**src/rtl/opb_register_ppc2fabric_pkg.sv**
```systemverilog
// Shared definitions for the PPC-to-fabric software register and its
// reusable OPB slave acknowledge FSM.
package opb_register_ppc2fabric_pkg;

   // Byte offsets of the registers inside the decoded window
   localparam logic [31:0] REG_DATA   = 32'h0000_0000;
   localparam logic [31:0] REG_STATUS = 32'h0000_0004;
   localparam logic [31:0] REG_WCOUNT = 32'h0000_0008;

   // STATUS register bit positions (fabric numbering, bit 0 = LSB)
   localparam int STATUS_PENDING_BIT = 0;
   localparam int STATUS_OVERRUN_BIT = 1;

   // Slave acknowledge FSM states
   typedef enum logic [1:0] {
      IDLE = 2'd0,
      ACK  = 2'd1,
      GAP  = 2'd2
   } ack_state_e;

endpackage

```
**src/rtl/opb_register_ppc2fabric_ack_fsm.sv**
```systemverilog
// Address decode plus IDLE -> ACK -> GAP acknowledge sequencer for a
// simple OPB slave. The GAP cycle keeps a select that stays high from
// being acknowledged twice in a row.
//
// Handshake: a transfer starts when select is high with an in-window
// address while the FSM is IDLE (start = 1 for that cycle). The next
// cycle is the ACK cycle: ack = 1 for exactly one cycle, during which the
// master must still hold address, RNW, BE and data stable. The slave
// commits writes at the end of the ACK cycle.
module opb_slave_ack_fsm
   import opb_register_ppc2fabric_pkg::*;
#(
   parameter int                      C_OPB_AWIDTH = 32,
   parameter logic [C_OPB_AWIDTH-1:0] C_BASEADDR   = 32'h0100_E200,
   parameter logic [C_OPB_AWIDTH-1:0] C_HIGHADDR   = 32'h0100_E2FF
) (
   input  logic                    clk,
   input  logic                    rst_n,
   input  logic [0:C_OPB_AWIDTH-1] abus,
   input  logic                    select,
   output logic                    start,
   output logic                    ack,
   output ack_state_e              state
);

   logic hit;

   // Window decode: the address is compared as an unsigned number
   always_comb begin
      hit   = select && (abus >= C_BASEADDR) && (abus <= C_HIGHADDR);
      start = (state == IDLE) && hit;
   end

   // Three-state sequencer with a registered one-cycle ack pulse
   always_ff @(posedge clk or negedge rst_n) begin
      if (!rst_n) begin
         state <= IDLE;
         ack   <= 1'b0;
      end else begin
         case (state)
            IDLE: begin
               if (hit) begin
                  state <= ACK;
                  ack   <= 1'b1;
               end
            end
            ACK: begin
               state <= GAP;
               ack   <= 1'b0;
            end
            GAP: begin
               state <= IDLE;
               ack   <= 1'b0;
            end
            default: begin
               state <= IDLE;
               ack   <= 1'b0;
            end
         endcase
      end
   end

endmodule

```
**src/rtl/opb_register_ppc2fabric.sv**
```systemverilog
// OPB slave register carrying a 32-bit word from the PPC to fabric logic.
// DATA holds the last written word, STATUS reports pending/overrun and
// WCOUNT counts DATA writes. All logic runs on OPB_Clk.
//
// User handshake: user_data_valid rises the cycle after a DATA write is
// committed; the consumer raises user_ack for one or more cycles and
// valid falls the cycle after user_ack is sampled high with valid = 1.
module opb_register_ppc2fabric
   import opb_register_ppc2fabric_pkg::*;
#(
   parameter logic [31:0] C_BASEADDR    = 32'h0100_E200,
   parameter logic [31:0] C_HIGHADDR    = 32'h0100_E2FF,
   parameter int          C_OPB_AWIDTH  = 32,
   parameter int          C_OPB_DWIDTH  = 32,
   parameter logic [31:0] C_RESET_VALUE = 32'h0000_0000
) (
   input  logic                    OPB_Clk,
   input  logic                    OPB_Rst_n,
   input  logic [0:C_OPB_AWIDTH-1] OPB_ABus,
   input  logic [0:3]              OPB_BE,
   input  logic [0:C_OPB_DWIDTH-1] OPB_DBus,
   input  logic                    OPB_RNW,
   input  logic                    OPB_select,
   input  logic                    OPB_seqAddr,
   output logic [0:C_OPB_DWIDTH-1] Sl_DBus,
   output logic                    Sl_xferAck,
   output logic                    Sl_errAck,
   output logic                    Sl_retry,
   output logic                    Sl_toutSup,
   output logic [31:0]             user_data_out,
   output logic                    user_data_valid,
   input  logic                    user_ack
);

   logic        start;
   logic        ack;
   ack_state_e  slave_state;
   logic [31:0] offset;
   logic [31:0] wdata;
   logic [3:0]  be;
   logic [31:0] wmask;
   logic [31:0] status_word;
   logic [31:0] rdata;
   logic        wr_data;
   logic        wr_status;
   logic [31:0] data_q;
   logic [31:0] wcount;
   logic        overrun;
   logic [31:0] sl_dbus_q;
   logic        unused_ok;

   opb_slave_ack_fsm #(
      .C_OPB_AWIDTH (C_OPB_AWIDTH),
      .C_BASEADDR   (C_BASEADDR),
      .C_HIGHADDR   (C_HIGHADDR)
   ) u_ack_fsm (
      .clk    (OPB_Clk),
      .rst_n  (OPB_Rst_n),
      .abus   (OPB_ABus),
      .select (OPB_select),
      .start  (start),
      .ack    (ack),
      .state  (slave_state)
   );

   // seqAddr carries no meaning for a single-beat register; the FSM state
   // is exposed by the sub-module for observation only.
   assign unused_ok = ^{OPB_seqAddr, slave_state};

   // Bus bit 0 is the MSB, so a plain vector assignment maps DBus[0] to
   // bit 31 and BE[0] to byte lane 3 (bits 31:24).
   always_comb begin
      offset = OPB_ABus - C_BASEADDR;
      wdata  = OPB_DBus;
      be     = OPB_BE;
      for (int i = 0; i < 4; i++) begin
         wmask[8*i +: 8] = {8{be[i]}};
      end
      wr_data   = ack && !OPB_RNW && (offset == REG_DATA);
      wr_status = ack && !OPB_RNW && (offset == REG_STATUS);
   end

   // Read mux; unmapped in-window offsets read as zero
   always_comb begin
      status_word                     = '0;
      status_word[STATUS_PENDING_BIT] = user_data_valid;
      status_word[STATUS_OVERRUN_BIT] = overrun;
      case (offset)
         REG_DATA:   rdata = data_q;
         REG_STATUS: rdata = status_word;
         REG_WCOUNT: rdata = wcount;
         default:    rdata = '0;
      endcase
   end

   // Registered read data: loaded when a read is accepted, zero otherwise,
   // so Sl_DBus is non-zero only during the ACK cycle
   always_ff @(posedge OPB_Clk or negedge OPB_Rst_n) begin
      if (!OPB_Rst_n) begin
         sl_dbus_q <= '0;
      end else if (start && OPB_RNW) begin
         sl_dbus_q <= rdata;
      end else begin
         sl_dbus_q <= '0;
      end
   end

   // DATA register and write counter, committed at the end of the ACK cycle
   always_ff @(posedge OPB_Clk or negedge OPB_Rst_n) begin
      if (!OPB_Rst_n) begin
         data_q <= C_RESET_VALUE;
         wcount <= '0;
      end else if (wr_data) begin
         data_q <= (data_q & ~wmask) | (wdata & wmask);
         wcount <= wcount + 32'd1;
      end
   end

   // Pending flag and sticky overrun; a new write wins over a clear
   always_ff @(posedge OPB_Clk or negedge OPB_Rst_n) begin
      if (!OPB_Rst_n) begin
         user_data_valid <= 1'b0;
         overrun         <= 1'b0;
      end else begin
         if (wr_data) begin
            user_data_valid <= 1'b1;
         end else if (user_ack && user_data_valid) begin
            user_data_valid <= 1'b0;
         end

         if (wr_data && user_data_valid && !user_ack) begin
            overrun <= 1'b1;
         end else if (wr_status && wdata[STATUS_OVERRUN_BIT]) begin
            overrun <= 1'b0;
         end
      end
   end

   assign Sl_DBus       = sl_dbus_q;
   assign Sl_xferAck    = ack;
   assign Sl_errAck     = 1'b0;
   assign Sl_retry      = 1'b0;
   assign Sl_toutSup    = 1'b0;
   assign user_data_out = data_q;

endmodule

```
**config.mk**
```make
export PLATFORM = sky130hd
export DESIGN_NAME = opb_register_ppc2fabric
export DESIGN_NICKNAME = d
export VERILOG_FILES = /design/src/rtl/opb_register_ppc2fabric_pkg.sv /design/src/rtl/opb_register_ppc2fabric_ack_fsm.sv /design/src/rtl/opb_register_ppc2fabric.sv
export SDC_FILE = /design/constraint.sdc
export NUM_CORES = 1
export LEC_CHECK = 0
export BUFFER_PORTS_ARGS = -buffer_cell sky130_fd_sc_hd__buf_2
export CAP_MARGIN = 0
export CORE_MARGIN = 2
export CORE_UTILIZATION = 52
export DETAILED_ROUTE_END_ITERATION = 8
export GPL_ROUTABILITY_DRIVEN = 0
export PLACE_DENSITY = 0.88
export SETUP_SLACK_MARGIN = 0.02
export SYNTH_ARGS = -nofsm -noshare
export SYNTH_HDL_FRONTEND = slang
export SYNTH_SLANG_ARGS = --single-unit
```
**constraint.sdc**
```tcl
create_clock -name OPB_Clk -period 2.6 [get_ports OPB_Clk]
set_clock_uncertainty 0.05 [all_clocks]
set_input_delay 0 -clock OPB_Clk [delete_from_list [all_inputs] [get_ports OPB_Clk]]
set_output_delay 0 -clock OPB_Clk [all_outputs]
set_load 0.005 [all_outputs]
```
==> impl_metrics.env <==
export IMPL_start_util=0.532
export IMPL_hpwl_um=8460
export IMPL_final_net_count=702
export IMPL_dr_first_iter_drc_count=167
export IMPL_fmax_mhz=411
export IMPL_seqCellArea_um2=2500
export IMPL_end_kind="flop"
export IMPL_drc=0
export IMPL_syn_to_final_growth_pct=31.0
export IMPL_r2r_start="u_ack_fsm.ack$_DFFE_PN0P_"
export IMPL_port_buffers=138
export IMPL_seq_power_share=0.567
export IMPL_layout_drive_gt1_share=0.349
export IMPL_crit_buf_inv=2
export IMPL_netlist_area_um2=4870
export IMPL_p_comb_frac=0.090
export IMPL_synth_flop_cell="dfrtp_1"
export IMPL_ys_seq_area_frac=0.514
export IMPL_slew_headroom=0.439
export IMPL_cts_tree="yes"
export IMPL_synth_edff_count=0
export IMPL_grt_pass1_wl_um=19700
export IMPL_synth_cells=435
export IMPL_min_from="OPB_BE[2]"
export IMPL_place_area_um2=5810
export IMPL_wl_um=12200
export IMPL_slowest_delay_ps=390
export IMPL_yosys_warnings=0
export IMPL_vias_per_cell=5.64
export IMPL_vdd_ir_drop_max_mv=0.282
export IMPL_ant_nets=0
export IMPL_maxCapViolCount=0
export IMPL_dr_pass1_iters=4
export IMPL_coreArea_um2=9150
export IMPL_finalCritPeriodShare=0.936
export IMPL_drv_slew=0
export IMPL_synth_top_area_frac=0.514
export IMPL_io_pins=143
export IMPL_setup_slack_ps=167
export IMPL_pre_cts_ws_ps=-44.6
export IMPL_cts_num_sinks=100
export IMPL_grt_pass1_vias=4188
export IMPL_synth_async_reset_ratio=1.00
export IMPL_intPower_mw=2.04
export IMPL_grt_overflow_total=0
export IMPL_crit_type="reg2reg"
export IMPL_hold_path_depth=3
export IMPL_insertion_delay_ps=360
export IMPL_htreeDepth=3
export IMPL_root_buffer="clkbuf_8"
export IMPL_synth_avg_cell_area_um2=11.2
export IMPL_p_leak_nw=3.21
export IMPL_swShare=0.254
export IMPL_dp_cells=689
export IMPL_worstPathRequired_ps=2810
export IMPL_path_max_fanout=8
export IMPL_routedWlPerCell_um=16.5
export IMPL_power_density_nw_per_um2=430
export IMPL_die_width_um=101
export IMPL_path_cells="nor3b_4 > buf_4 > nor3b_1 > mux2_2 > o211ai_1 > nor4_4 > buf_12 > nand2_2 > mux2_1"
export IMPL_clkSlewWorstSetupHoldPaths_ps=110
export IMPL_layout_min_cycle_time_ps=2430
export IMPL_vias=4187
export IMPL_antenna_cells=0
export IMPL_status="complete, no violations"
export IMPL_die_y_um=101
export IMPL_track_usage=0.246
export IMPL_numCtsBuffers=9
export IMPL_antenna_found_initial=0
export IMPL_synth_seq_cells=100
export IMPL_clock_path_buffers=2
export IMPL_pwr_share_clk=0.343
export IMPL_multiInputGateArea_um2=2290
export IMPL_die_area_um2=10200
export IMPL_core_rowCount=35
export IMPL_synth_top_cell_by_area="dfrtp_1"
export IMPL_rsz0062_at_grt="false"
export IMPL_cp_top_family="simple AND/OR/NAND/NOR gates"
export IMPL_tightestPinTransition_ps=841
export IMPL_rr_worst_depth=9
export IMPL_setup_violations=0
export IMPL_yosysUniqueCellTypes=49
export IMPL_p_sw_uw=696
export IMPL_fin_area_um2=6380
export IMPL_fin_cells=742
export IMPL_critPathSlowestCell="dfrtp_1"
export IMPL_hold_class="in2reg"
export IMPL_rrSetupSlack_ps=170
export IMPL_n_fill_cell=621
export IMPL_netlist_top_cells_area="dfrtp_1 51%, mux2_2 7.6%, mux2i_1 6.8%, xnor2_1 5.8%, nor2_1 2.9%"
export IMPL_final_hold_viol_count=0
export IMPL_start_kind="flop"
export IMPL_cp_data_arrival_time_ps=2640
export IMPL_grt_max_degree=70
-- through the flow --
step	utilization	hold WS, ps	power [mW]	setup TNS (ps)
2_1_floorplan	-	-346	1.66	0
3_3_place_gp	0.634	96.6	1.78	0
3_5_place_dp	0.634	117	1.79	-419
4_1_cts	0.696	44.3	2.76	0
5_1_grt	0.697	69.2	2.84	0
6_report	0.697	72.6	2.74	0
-- routing by layer --
metal,GRT usage,wire length (µm),share of wire,up-vias
met2,0.427,6260,0.51,156
li1,-,-,-,1958
met4,0.0832,234,0.019,0
met5,0,0,0,-
met3,0.0437,692,0.057,29
met1,0.311,5060,0.41,2044
-- kinds of logic (layout without fill, tap and decap cells) --
| family | Yosys count | count (layout) | synth area share |
|---|---|---|---|
| simple gates | 175 | 175 | 0.205 |
| mux | 67 | 67 | 0.146 |
| buf+inv | 23 | 217 | 0.0213 |
| flops | 100 | 100 | 0.514 |
| fa+ha+maj | 2 | 2 | 0.00514 |
| other cells | 1 | 3 | 0.000770 |
| compound gates | 34 | 34 | 0.0478 |
| xor+xnor | 33 | 33 | 0.0594 |
-- placed cells by master, fill, tap and decap left out, types with 13 or more instances in the layout --
master | synthesis | final
buf_2 | 2 | 137
dfrtp_1 | 100 | 100
nor2_1 | 38 | 38
dlygate4sd3_1 | 0 | 37
mux2i_1 | 33 | 33
mux2_2 | 33 | 33
xnor2_1 | 32 | 32
nand4_1 | 20 | 20
buf_4 | 4 | 20
nand3_1 | 19 | 19
nand2_1 | 15 | 15
and3_1 | 13 | 13
-- tightest hold or removal path: stages --
cell,delay (ps)
buf_2,110
nand2_2,170
mux2_2,180
-- power groups by stage --
stage	sequential (mW)	combinational [mW]	clock, mW
final	1.55	0.248	0.939
after global routing	1.55	0.272	1.02
after CTS	1.55	0.246	0.959
after detailed placement	1.58	0.203	0
after global placement	1.58	0.195	0
after floorplan	1.59	0.0792	0
-- layout make-up --
type / instances / area share
inverter: 5 / 0.00294
clock inverter: 6 / 0.00922
tap: 111 / 0.0218
sequential: 100 / 0.392
timing repair buffer: 196 / 0.195
multi-input combinational: 314 / 0.359
clock buffer: 10 / 0.0200
-- worst max-delay path by stage --
| stage | start | end | slack [ps] | cells after the start |
|---|---|---|---|---|
| floorplan | OPB_ABus[6] | flop | 100 | 8 |
| global placement | OPB_ABus[22] | wcount[24]$_DFFE_PN0P_ | 20 | 12 |
| detailed placement | OPB_ABus[22] | wcount[18]$_DFFE_PN0P_ | -40 | 12 |
| CTS | u_ack_fsm.ack$_DFFE_PN0P_ | flop | 30 | 9 |
| global route | u_ack_fsm.ack$_DFFE_PN0P_ | flop | 30 | 9 |
| finish | u_ack_fsm.ack$_DFFE_PN0P_ | flop | 170 | 9 |
-- synth_stat cells (all sizes together) (12+ instances only) --
cell / n
dfrtp: 100
nor2: 38
mux2: 34
mux2i: 33
xnor2: 32
nand4: 20
nand2: 19
nand3: 19
and3: 13
nor4: 13
clkbuf: 12
-- timing repair --
action,in CTS,in global routing
endpoints found under the hold margin,103,0
setup endpoints to repair,1,32
gates resized for setup,1,2
gates cloned,0,0
hold buffers,37,0
buffers inserted,0,0
Note: power is estimated with default switching activity, not from simulation.
